===== config.mk =====
export PLATFORM = sky130hd
export DESIGN_NAME = tri_gram_mult
export DESIGN_NICKNAME = d
export VERILOG_FILES = /design/src/rtl/tri_gram_mult.sv
export SDC_FILE = /design/constraint.sdc
export NUM_CORES = 1
export LEC_CHECK = 0
export BUFFER_PORTS_ARGS = -buffer_cell sky130_fd_sc_hd__buf_2
export CAP_MARGIN = 20
export CORE_MARGIN = 2
export CORE_UTILIZATION = 50
export CTS_BUF_LIST = sky130_fd_sc_hd__clkbuf_16
export DETAILED_ROUTE_END_ITERATION = 16
export PLACE_DENSITY = 0.71
export SLEW_MARGIN = 20
export SYNTH_ARGS = -nofsm -noshare
export SYNTH_HDL_FRONTEND = slang
export SYNTH_SLANG_ARGS = --single-unit

===== constraint.sdc =====
create_clock -name clk -period 12.98 [get_ports clk]
set_input_delay 1.298 -clock clk [delete_from_list [all_inputs] [get_ports clk]]
set_output_delay 1.298 -clock clk [all_outputs]
set_load 0.01 [all_outputs]

===== src/rtl/tri_gram_mult.sv =====
// tri_gram_mult: A_inv = Linv^T * Linv on one signed MAC, upper triangle computed and mirrored.
module tri_gram_mult #(
  parameter int N = 3,
  parameter int W = 8,
  parameter int AW = 2*W+4
) (
  input  logic              clk,
  input  logic              rst,
  input  logic              start,
  input  logic [W*N*N-1:0]  L_inv_in,
  output logic              busy,
  output logic              done,
  output logic [AW*N*N-1:0] A_inv_out
);
  localparam int CW = N > 1 ? $clog2(N) : 1;
  localparam logic [CW-1:0] LAST = CW'(N-1);
  typedef enum logic [1:0] {IDLE, CALC, FIN} state_t;
  state_t state;
  logic [CW-1:0] i, j, k;
  logic signed [W-1:0] lm [N][N];
  logic signed [AW-1:0] res [N][N];
  logic signed [AW-1:0] q [N][N];
  logic signed [AW-1:0] acc, prod, sum;
  assign prod = AW'(lm[k][i]) * AW'(lm[k][j]);
  assign sum = acc + prod;
  always_comb begin
    A_inv_out = '0;
    for (int r = 0; r < N; r++)
      for (int c = 0; c < N; c++)
        A_inv_out[AW*(r*N+c) +: AW] = q[r][c];
  end
  always_ff @(posedge clk) begin
    if (rst) begin
      state <= IDLE;
      busy <= 1'b0;
      done <= 1'b0;
      acc <= '0;
      i <= '0;
      j <= '0;
      k <= '0;
      for (int r = 0; r < N; r++)
        for (int c = 0; c < N; c++) begin
          lm[r][c] <= '0;
          res[r][c] <= '0;
          q[r][c] <= '0;
        end
    end else begin
      done <= 1'b0;
      case (state)
        IDLE: if (start) begin
          // above-diagonal bits are dropped at capture so the MAC never sees them
          for (int r = 0; r < N; r++)
            for (int c = 0; c < N; c++)
              lm[r][c] <= (c <= r) ? L_inv_in[W*(r*N+c) +: W] : '0;
          i <= '0;
          j <= '0;
          k <= '0;
          acc <= '0;
          busy <= 1'b1;
          state <= CALC;
        end
        CALC: if (k == LAST) begin
          res[i][j] <= sum;
          res[j][i] <= sum;
          acc <= '0;
          if (j != LAST) begin
            j <= j + 1'b1;
            k <= j + 1'b1;
          end else if (i != LAST) begin
            i <= i + 1'b1;
            j <= i + 1'b1;
            k <= i + 1'b1;
          end else state <= FIN;
        end else begin
          acc <= sum;
          k <= k + 1'b1;
        end
        FIN: begin
          q <= res;
          done <= 1'b1;
          busy <= 1'b0;
          state <= IDLE;
        end
        default: state <= IDLE;
      endcase
    end
  end
endmodule


# Word level (Yosys, flattened, before mapping)
# Memories as Yosys holds them, arrays and structs flattened. A register that Yosys moved wholly into a read port is not among the register bits.
# Cells that the tools add are included.
[classes]
n_addsub = 4
multipliers = 1
magnitude_cmp = 4
eq_ne = 12
n_mux = 54
n_bitwise = 11
reduce_logical = 12
[op_table]
columns = ["operator", "n"]
rows = [
  ["180-bit bitwise mux", 2],
  ["60-bit demux with 2-bit select", 2],
  ["60-bit 2-to-1 mux", 2],
  ["8-bit 2-to-1 mux", 13],
  ["20-bit demux with 2-bit select", 2],
  ["20-bit 2-to-1 mux", 4],
  ["20-bit one-hot mux with 2 select lines", 1],
  ["8-bit binary-select mux with 2-bit select", 2],
  ["2-bit 2-to-1 mux", 13],
  ["20-bit by 16-bit adder with 20-bit output", 1],
  ["8-bit by 8-bit multiplier with 16-bit output", 1],
  ["2-bit one-hot mux with 2 select lines", 4],
  ["2-bit != test, second input constant", 7],
  ["1-bit bitwise OR", 9],
  ["1-bit 2-to-1 mux", 8],
  ["4-bit AND reduction", 2],
  ["2-bit by 1-bit adder with 2-bit output, second input constant", 3],
  ["3-bit greater-or-equal comparator, second input constant", 2],
  ["3-bit by 1-bit < comparator with 1-bit output, second input constant", 2],
  ["2-bit inverter with 3-bit output", 2],
  ["2-bit AND reduction", 3],
  ["5-bit AND reduction", 1],
  ["2-bit equality test, second input constant", 2],
  ["4-bit != test, second input constant", 1],
  ["7 further kinds", 9],
]
[word_totals]
ff_bits = 390
ramBits = 72
inputBits = 75
output_inout_bits = 182
word_cells = 124
n_memories = 1
[mem_list]
columns = ["name", "words", "width", "read_ports", "rd_ports_with_merged_regs", "write_ports", "line_no", "text"]
rows = [
  ["lm", 3, 24, 1, 1, 3, "20", "logic signed [W-1:0] lm [N][N];"],
]

# Logic depth before layout (Yosys ltp)
# Gate-level depths: netlist of run 1.
[depth]
word_depth = 9
depth_mapped = 25
ltp_nobuf = 23

# Worst setup path before layout of run 1
# OpenSTA, ideal clock, no wires.
[synth_path]
path_type = "flip-flop to flip-flop"
start = "reg with a tool-made name"
end = "reg acc[19]"
setup_time_ps = 62
t_arrival_ps = 6719
required_time_ps = 12918
path_slack_ps = 6199
path_stages_with_launch = 19
path_buffers = 1
synth_period_minus_slack_ps = 6781
path_cell_list = "dfxtp_1 > buf_2 > and2b_1 > a22oi_1 > mux2_2 > o22ai_1 > nor2b_1 > fa_1 > fa_1 > fa_1 > fa_1 > ha_1 > ha_1 > a21o_4 > a21oi_4 > or3b_1 > o221a_4 > or4_1 > nand3_1"
[synth_lines]
columns = ["item", "line_no", "text"]
rows = [
  ["end signal: assignment", "75", "acc <= sum;"],
  ["end: declaration", "23", "logic signed [AW-1:0] acc, prod, sum;"],
]

==> results by stage, run 1 <==
Logic synthesis:
- The top cell type by area accounts for 39.9% of the synthesized area.
- After synthesis, the share of cell area in mux cells is 1.58%.
- Summing the areas of all compound-gate instances in the mapped netlist gives 14.5% of the synthesized area.
- After synthesis the netlist holds a flip-flop and latch count of 440.
- The synthesized-area fraction occupied by xor and xnor cells is 0.846%.
- Counting every net in the synthesized netlist gives 2439.
- Yosys mapped a number of flops with a built-in enable equal to 48.
- The unique cell type count in the Yosys netlist is 65.
- The mean post-synth cell area is 8.83 um2.
- The sequential area share after synthesis is 47.2%.
- The synthesized netlist devotes 12.1% of its cell area to adder and majority cells.
- The synthesized netlist occupies a cell area of 19700 um2.
- After technology mapping, the gate count stands at approximately 2200.
- After synthesis, the cell types taking the most area are sky130_fd_sc_hd__dfxtp_1 40%, sky130_fd_sc_hd__nand2_1 11%, sky130_fd_sc_hd__fa_1 9.0%, sky130_fd_sc_hd__a21oi_1 8.5%, sky130_fd_sc_hd__edfxtp_1 7.3%.
- sky130_fd_sc_hd__dfxtp_1 takes more of the synthesized area than any other cell.
- The post-synthesis simple-gate area fraction is between 10% and 20%.
- The commonest register cell after synthesis is sky130_fd_sc_hd__dfxtp_1.
- By area, the combinational part of the netlist is dominated by simple AND/OR/NAND/NOR gates.
- The warning count from the yosys run is 0.
- The share of synthesized registers carrying an async set or reset is 0%.

Placed design:
- The number of instances in the placed design is 2856.
- Routability-driven placement finished with a final weighted congestion of 0.865.
- The post-DP HPWL is roughly 34 mm.
- The count of buffers added on input and output ports is between 200 and 250.

Timing:
- Setup repair after global routing left no endpoint under its margin.
- In the final timing run, aggregate negative setup slack is 0 ns.
- In this run the tightest slew margin relative to its limit is 26.6%.
- The clock arrives with 0.0134 ns of skew.
- After layout, the worst path uses 58.4% of the clock period.
- The number of max-slew violations in the final report is 0.
- The actual slew at the worst max-slew pin is 1.10 ns.
- Derived from the worst setup path, the maximum achievable clock frequency is ~130 MHz.
- The worst hold slack is 0.449 ns.
- The shortest clock period the worst path allows after layout is 7.58 ns.
- The total setup violations reported at the end of the flow is 0.
- The final count of hold timing violations is 0.

Cells and area:
- The count of cells in the finished layout, fillers not included, comes to between 2000 and 3000.
- Summing all multi-input logic gate instances after layout gives 9510 um2.
- The final antenna diode count is 0.
- The library cells used most frequently in the layout, excluding fill and tap cells, are 588 x sky130_fd_sc_hd__nand2_1, 392 x sky130_fd_sc_hd__dfxtp_1, 334 x sky130_fd_sc_hd__a21oi_1, 231 x sky130_fd_sc_hd__buf_2, 115 x sky130_fd_sc_hd__inv_1.
- Leaving out fill and tap cells, the most frequent cell in the layout is sky130_fd_sc_hd__nand2_1.
- In the final layout, flip-flops and latches occupy 9290 um2.
- The layout overhead on the synthesized area is 14.3%.
- Cells fill approximately 58% of the core in the end.
- Of the cells placed in the final design, the portion with a size suffix greater than 1 is 14.8%.
- The final net count is 2597.
- The filler cell count in the final layout is 3481.

Global routing:
- The number of antenna violations at the first check in global routing was 0.
- The global route total overflow is 0.
- The first global-routing pass estimated 82.1 mm of wire.
- Global routing consumed, over all layers together, between 20% and 30% of the routing resources.
- The pin count of the biggest net entering global routing is 106.
- The number of global-route vias before repair is 15400.

Pwr:
- The ratio of total power to cell area is 187 nW/um2.
- The largest vdd supply drop is 0.000130 V.
- Summed over all cells, the static leakage comes to 9.14 nW.

Worst setup path:
- The largest delay contributor family on the critical path is adder cells.
- The worst endpoint data arrival time is 8.00 ns.
- STA puts the critical path data required time at 13.40 ns.
- In this run the register-to-register setup slack is 5.40 ns.
- Measured in cells, the most critical reg-to-reg path has a length of 21.
- Of all nets on the critical path, the largest fanout is 10.
- The count of buffering cells on the critical path with inverters included is 4.
- By instance count, the cell type seen most on the critical path is sky130_fd_sc_hd__fa_1.
- The delay of the slowest critical-path stage is 0.70 ns.
- The type of the worst setup path is reg -> reg.
- The end of the worst register-to-register path is res[176].
- The worst setup path is captured at a flip-flop.
- The cell with the largest stage delay on the worst path is sky130_fd_sc_hd__dfxtp_1.
- STA classifies the critical path startpoint as a flip-flop.
- The critical path goes through and2b_1 > a22oi_1 > mux2_2 > o22ai_1 > nand2b_1 > fa_1 > inv_1 > fa_1 > inv_1 > fa_1 > inv_1 > fa_1 > fa_1 > ha_1 > o211ai_1 > a21o_1 > a32oi_1 > nor4bb_1 > a211oi_2 > buf_4 > o31ai_1.

Clocking:
- The longest clock path from root to sink contains 3 buffers.
- The number of resized instances in the post-cts repair step is 0.
- The number of clock buffers added by TritonCTS is 44.
- The buffer type at the clock tree root is sky130_fd_sc_hd__clkbuf_16.
- The hold buffer count at cts is 0.
- After clock tree synthesis, the clock-pin slew on the worst setup and hold paths is 0.06 ns.
- TritonCTS built the clock tree.
- The clock latency at the later pin of the worst-skew pair is between 0.5 and 0.6 ns.
- Once the clock tree was built, the setup fixing pass inserted 0 buffers.
- The clock sink count is 440.
- CTS built an H-tree with a depth of 2.

Status:
- The flow ran to the end, and the final reports show no timing, DRC or antenna violations.

Flow run:
- The count of maximum capacitance violations is 0.

Die:
- The die is 202 um wide.
- The die is 202 um tall.
- The initial standard-cell utilization of the core is 50.8%.
- The top-level port count is 257.
- The core region is just under 40000 um2.
- The die covers 40900 um2.
- Row generation in the floorplan step produced 72 rows.

Drt:
- The first routing iteration left 1143 violations.
- The overall routed net length is around 51 mm.
- The per-cell routed wire length is 17.5 um.
- The number of iterations in the first detailed-routing pass is 5.
- The number of antenna-violating nets in the routed design is 0.
- After detailed routing, the number of remaining DRC violations is 0.
- Using the TritonRoute via totals, the vias-per-cell ratio works out to 5.41.
- The routed via count is 15900.

Min path:
- The worst hold path belongs to the class reg -> reg.
- In this run the most critical hold path is launched from res[139].
- Counting instances, the worst hold path has a depth of 2.
- The path with the worst hold slack has its endpoint at A_inv_out[59].
routing by layer:
layer,wire (um),track usage [%],vias to the layer above
met5,0,0,-
met4,1550,8.26,0
met3,2940,4.16,85
met2,24000,40.8,450
met1,22900,34.0,7690
li1,-,-,7657
sequential cells by signal, summed over array words and instances (netlist names), named ones only:
register and flops:
acc 20, lm 48, A_inv_out 180, done 1, i 2, k 2
res 180, busy 1, state 2, j 2
synth_stat cells, types with 2 or more instances:
library cell               instances
sky130_fd_sc_hd__xor2_1            4
sky130_fd_sc_hd__mux2_2            8
sky130_fd_sc_hd__o21a_1           17
sky130_fd_sc_hd__a22oi_1          19
sky130_fd_sc_hd__fa_1             88
sky130_fd_sc_hd__nor2b_1          18
sky130_fd_sc_hd__a21oi_1         334
sky130_fd_sc_hd__o311ai_2          2
sky130_fd_sc_hd__a21o_1            4
sky130_fd_sc_hd__o22ai_1           5
sky130_fd_sc_hd__or4_1             2
sky130_fd_sc_hd__nand3b_1         29
sky130_fd_sc_hd__o311ai_1          8
sky130_fd_sc_hd__o21ai_1           9
sky130_fd_sc_hd__mux2i_1          22
sky130_fd_sc_hd__o21bai_1          2
sky130_fd_sc_hd__a32oi_1           4
sky130_fd_sc_hd__o21ai_0          24
sky130_fd_sc_hd__nor3_1            4
sky130_fd_sc_hd__dfxtp_1         392
sky130_fd_sc_hd__or3_1             2
sky130_fd_sc_hd__a211oi_1         22
sky130_fd_sc_hd__and3_1            2
sky130_fd_sc_hd__nand3_1          23
sky130_fd_sc_hd__clkbuf_1        121
sky130_fd_sc_hd__xnor2_1          10
sky130_fd_sc_hd__buf_1             5
sky130_fd_sc_hd__o211ai_1          7
sky130_fd_sc_hd__a211oi_2          5
sky130_fd_sc_hd__or2_2             7
sky130_fd_sc_hd__o211a_1           3
sky130_fd_sc_hd__a211o_1           3
sky130_fd_sc_hd__inv_1           101
sky130_fd_sc_hd__nand2_1         589
sky130_fd_sc_hd__o31ai_1          11
sky130_fd_sc_hd__edfxtp_1         48
sky130_fd_sc_hd__and2_1           51
sky130_fd_sc_hd__nor2_1          111
sky130_fd_sc_hd__nand2b_1         21
sky130_fd_sc_hd__ha_1             49
sky130_fd_sc_hd__buf_2            17
power breakdown:
part	internal (mW)	leakage, nW	switching (mW)	total [mW]
combinational	0.489	4.77	1.12	1.61
clock	0.646	0.690	0.524	1.17
sequential	1.40	3.68	0.0182	1.42
total	2.54	9.14	1.66	4.20
worst max-delay path by stage:
stage                    from  endpoint  slack [ns]  cells after the start
finish              flip-flop  res[176]        5.40                     21
global route        flip-flop   res[73]        5.12                     21
detailed placement  flip-flop  res[176]        5.55                     21
global placement    flip-flop   acc[16]        5.68                     21
floorplan           flip-flop   acc[19]        6.20                     18
CTS                 flip-flop  res[176]        5.55                     21
worst register-to-register path: stages (launching register included):
cell                       delay [ns]
sky130_fd_sc_hd__dfxtp_1         0.70
sky130_fd_sc_hd__and2b_1         0.42
sky130_fd_sc_hd__a22oi_1         0.14
sky130_fd_sc_hd__mux2_2          0.29
sky130_fd_sc_hd__o22ai_1         0.66
sky130_fd_sc_hd__nand2b_1        0.20
sky130_fd_sc_hd__fa_1            0.55
sky130_fd_sc_hd__inv_1           0.06
sky130_fd_sc_hd__fa_1            0.49
sky130_fd_sc_hd__inv_1           0.06
sky130_fd_sc_hd__fa_1            0.53
sky130_fd_sc_hd__inv_1           0.05
sky130_fd_sc_hd__fa_1            0.39
sky130_fd_sc_hd__fa_1            0.49
sky130_fd_sc_hd__ha_1            0.39
sky130_fd_sc_hd__o211ai_1        0.12
sky130_fd_sc_hd__a21o_1          0.18
sky130_fd_sc_hd__a32oi_1         0.45
sky130_fd_sc_hd__nor4bb_1        0.14
sky130_fd_sc_hd__a211oi_2        0.69
sky130_fd_sc_hd__buf_4           0.34
sky130_fd_sc_hd__o31ai_1         0.10
per-stage QoR:
step | setup slack, ns | area, um2 | power (mW)
CTS | 5.55 | 22500 | 4.21
global route | 5.12 | 22500 | 4.41
finish | 5.40 | 22500 | 4.20
floorplan | 6.20 | 19700 | 2.37
global placement | 5.68 | 21200 | 3.00
detailed placement | 5.55 | 21200 | 3.04
area by class of cell:
cell class / count / area share, %
timing repair buffer: 256 / 6.01
multi-input combinational: 1541 / 42.3
clock inverter: 31 / 0.779
tap: 518 / 2.88
sequential: 440 / 41.3
inverter: 102 / 1.70
clock buffer: 45 / 5.01
cell families after synthesis:
kind of cell	after synthesis
adders and majority gates	137
buffers and inverters	246
muxes	30
DFF	440
AOI/OAI and AO/OA	488
and+or+nand+nor	870
xor gates and xnor gates	16
Note: power is estimated with default switching activity, not from simulation.
==> run 2, diff against run 1 <==
PLACE_DENSITY = 0.73   (was 0.71)
clock period = 6.15 ns   (was 12.98 ns; I/O delays follow)
==> run 2 against run 1 <==
Against the previous run:
- sequential share of layout area is 1.9 points lower
- die area stayed put
- via count is 1.9% higher
- critical path type unchanged
- highest routed layer unchanged
- wire length is 0.97% higher
- core utilization is 2.8 points higher
- cell count is 3.0% higher
==> results by stage, run 2 (synthesized netlist as in run 1, its figures left out) <==
Cells and area:
- The final antenna diode count is 0 (unchanged).
- The filler cell count in the final layout is 3312 (was 3481).
- The post-layout instance count excluding filler cells is 3021 (was 2933).
- The most common library cell in the layout ignoring fill and taps is sky130_fd_sc_hd__nand2_1 (unchanged).
- The final instance area is 23500 um2 (was 22500 um2).
- The layout overhead on the synthesized area is 19.8% (was 14.3%).
- The area of the multi-input gates is 9730 um2 (was 9510 um2).
- The layout cell share with drive strength beyond 1 is 19.2% (was 14.8%).
- The register cell area after layout was 9290 um2 (about the same).
- The final net count is 2680 (was 2597).
- Commonest cells after routing, fill and taps aside: 587 x sky130_fd_sc_hd__nand2_1, 391 x sky130_fd_sc_hd__dfxtp_1, 326 x sky130_fd_sc_hd__a21oi_1, 231 x sky130_fd_sc_hd__buf_2, 109 x sky130_fd_sc_hd__inv_1 (was 588 x sky130_fd_sc_hd__nand2_1, 392 x sky130_fd_sc_hd__dfxtp_1, 334 x sky130_fd_sc_hd__a21oi_1, 231 x sky130_fd_sc_hd__buf_2, 115 x sky130_fd_sc_hd__inv_1).

Worst setup path:
- The worst endpoint data arrival time is 6.53 ns (was 8.00 ns).
- The required time at the worst-slack endpoint is 6.66 ns (was 13.40 ns).
- The endpoint class of the critical path is a flip-flop (unchanged).
- The capture point of the worst path is res[131] (was res[176]).
- The type of the worst setup path was reg -> reg (unchanged).
- The biggest fanout along the worst timing path is 4 (was 10).
- The sort of element at the start of the critical path was a flip-flop (unchanged).
- The end of the worst register-to-register path is res[131] (was res[176]).
- The length in cells of the worst reg-to-reg path is 23 (was 21).
- The flop-to-flop setup slack is 0.13 ns (was 5.40 ns).

Drt:
- The number of iterations in the first detailed-routing pass is 7 (was 5).
- The number of antenna-violating nets in the routed design was 0 (unchanged).
- The number of violations reported at the end of detailed-routing iteration 0 is 1252 (was 1143).
- The number of remaining DRC errors is 0 (unchanged).
- The average via count per standard cell came to 5.36 (was 5.41).
- The per-cell routed wire length was 17.2 um (was 17.5 um).
- The routed via count was 16200 (was 15900).
- The overall routed net length is 51.9 mm (was 51.4 mm).

Die:
- The core area is 38700 um2 (unchanged).
- The total die area is 40900 um2 (unchanged).
- The height of the die is 202 um (unchanged).
- The initial standard-cell utilization of the core was 50.8% (unchanged).
- The x dimension of the die was 202 um (unchanged).
- The number of standard-cell rows in the floorplan is 72 (unchanged).
- The top-level port count came to 257 (unchanged).

Timing:
- The final cycle utilization of the critical path was 97.9% (was 58.4%).
- The headroom to the max-slew limit is 12.5% (was 26.6%).
- The total setup violations reported at the end of the flow is 0 (unchanged).
- The shortest clock period the worst path allows after layout is 6.02 ns (was 7.58 ns).
- The fmax is 166 MHz (was 132 MHz).
- The final clock skew came to 0.0179 ns (was 0.0134 ns).
- The number of max-slew violations in the final report is 0 (unchanged).
- Setup repair after global routing missed its margin: yes (was no).
- The actual slew at the worst max-slew pin is 1.31 ns (was 1.10 ns).
- The final count of hold timing violations is 0 (unchanged).

Min path:
- The type of the tightest min-delay check is in -> reg (was reg -> reg).
- The hold path depth is 2 (unchanged).

Placed design:
- The total cell area at the placement stage is 21800 um2 (was 21200 um2).
- The post-DP HPWL is 35.1 mm (was 34.5 mm).
- The final weighted congestion in routability-driven placement came to 0.859 (was 0.865).
- The number of I/O port buffers came to 232 (unchanged).
- The number of instances in the placed design is 2931 (was 2856).

Clocking:
- The clock-pin slew on the worst setup and hold paths was 0.06 ns (about the same).
- The number of buffers created by CTS is 45 (was 44).
- The buffer type at the clock tree root is sky130_fd_sc_hd__clkbuf_16 (unchanged).
- The clock sink count came to 440 (unchanged).
- The hold buffer count at cts came to 0 (unchanged).
- The clock latency at the later pin of the worst-skew pair is 0.57 ns (about the same).
- The deepest clock path buffer count is 3 (unchanged).
- The H-tree depth came to 2 (unchanged).
- The clock tree from TritonCTS is built (unchanged).

Flow run:
- The count of maximum capacitance violations was 0 (unchanged).

Pwr:
- The largest vdd supply drop is 0.000397 V (was 0.000130 V).
- The leakage power came to 9.63 nW (was 9.14 nW).
- The ratio of total power to cell area came to 423 nW/um2 (was 187 nW/um2).
- The sum of internal, switching and leakage power is 9.97 mW (was 4.20 mW).

Global routing:
- The pin count of the biggest net entering global routing came to 253 (was 106).
- The number of antenna violations at the first check in global routing is 0 (unchanged).
- The global-route wire length before repair is 82.2 mm (was 82.1 mm).
- The global route total overflow is 0 (unchanged).
- The total global routing track utilization came to 25.0% (about the same).
- The number of global-route vias before repair is 15600 (was 15400).

Status:
- Run status: finished, final reports clean (unchanged).
## run 2: area by class of cell
| type | instances | area share, % |
|---|---|---|
| Clock buffer | 45 | 4.78 |
| Clock inverter | 37 | 1.22 |
| Inverter | 102 | 1.63 |
| Multi-Input combinational cell | 1542 | 41.3 |
| Sequential cell | 440 | 39.5 |
| Tap cell | 518 | 2.75 |
| Timing Repair Buffer | 337 | 8.83 |
## run 2: critical path: stages (launching register included)
cell,delay (ns)
sky130_fd_sc_hd__dfxtp_4,0.36
sky130_fd_sc_hd__buf_4,0.14
sky130_fd_sc_hd__mux2i_1,0.11
sky130_fd_sc_hd__nor2_1,0.12
sky130_fd_sc_hd__a21oi_2,0.07
sky130_fd_sc_hd__mux2_2,0.27
sky130_fd_sc_hd__o22ai_1,0.40
sky130_fd_sc_hd__nand2b_1,0.14
sky130_fd_sc_hd__fa_1,0.51
sky130_fd_sc_hd__fa_1,0.51
sky130_fd_sc_hd__inv_1,0.06
sky130_fd_sc_hd__fa_1,0.50
sky130_fd_sc_hd__fa_1,0.44
sky130_fd_sc_hd__fa_1,0.47
sky130_fd_sc_hd__ha_1,0.30
sky130_fd_sc_hd__buf_4,0.16
sky130_fd_sc_hd__o21ai_0,0.10
sky130_fd_sc_hd__o21bai_2,0.11
sky130_fd_sc_hd__o21ai_0,0.34
sky130_fd_sc_hd__xor2_1,0.12
sky130_fd_sc_hd__buf_4,0.17
sky130_fd_sc_hd__buf_4,0.15
sky130_fd_sc_hd__a21oi_1,0.27
sky130_fd_sc_hd__o21a_1,0.17
## run 2: power by group
part / internal, mW / switching, mW
Combinational: 1.78 / 2.54
Clock: 1.50 / 1.14
Sequential: 2.97 / 0.0406
Total: 6.25 / 3.72
## run 2: worst min path at each step
stage | slack [ns] | end | startpoint
finish | 0.33 | lm[1][23] | L_inv_in[31]
global placement | 0.44 | A_inv_out[38] | res[158]
detailed placement | 0.44 | res[156] | res[156]
CTS | 0.32 | lm[1][22] | L_inv_in[30]
global route | 0.33 | lm[1][23] | L_inv_in[31]
floorplan | 0.42 | res[116] | res[116]
## run 2: through the flow
stage	hold WS [ns]	util, %	setup TNS [ns]	setup slack, ns
after global routing	0.328	60.8	-0.269	-0.0397
after floorplan	0.425	-	0	0.000921
after global placement	0.437	56.3	-0.869	-0.102
after CTS	0.319	60.0	0	0.00314
after detailed placement	0.441	56.3	-1.70	-0.159
final	0.329	60.8	0	0.131
## run 2: timing repair
action | CTS | global route
buffers inserted | 2 | 5
cloned | 0 | 1
setup endpoints to repair | 24 | 78
gates resized for setup | 4 | 46
pin swaps | 0 | 7
## run 2: per-layer routing
metal	wire [um]	part of all wire, %	global-route usage, %	vias up
met4	1350	2.6	7.98	0
met1	22200	43	33.9	7807
met5	0	0	0	-
met2	25100	48	41.5	484
li1	-	-	-	7813
met3	3190	6.1	3.31	87
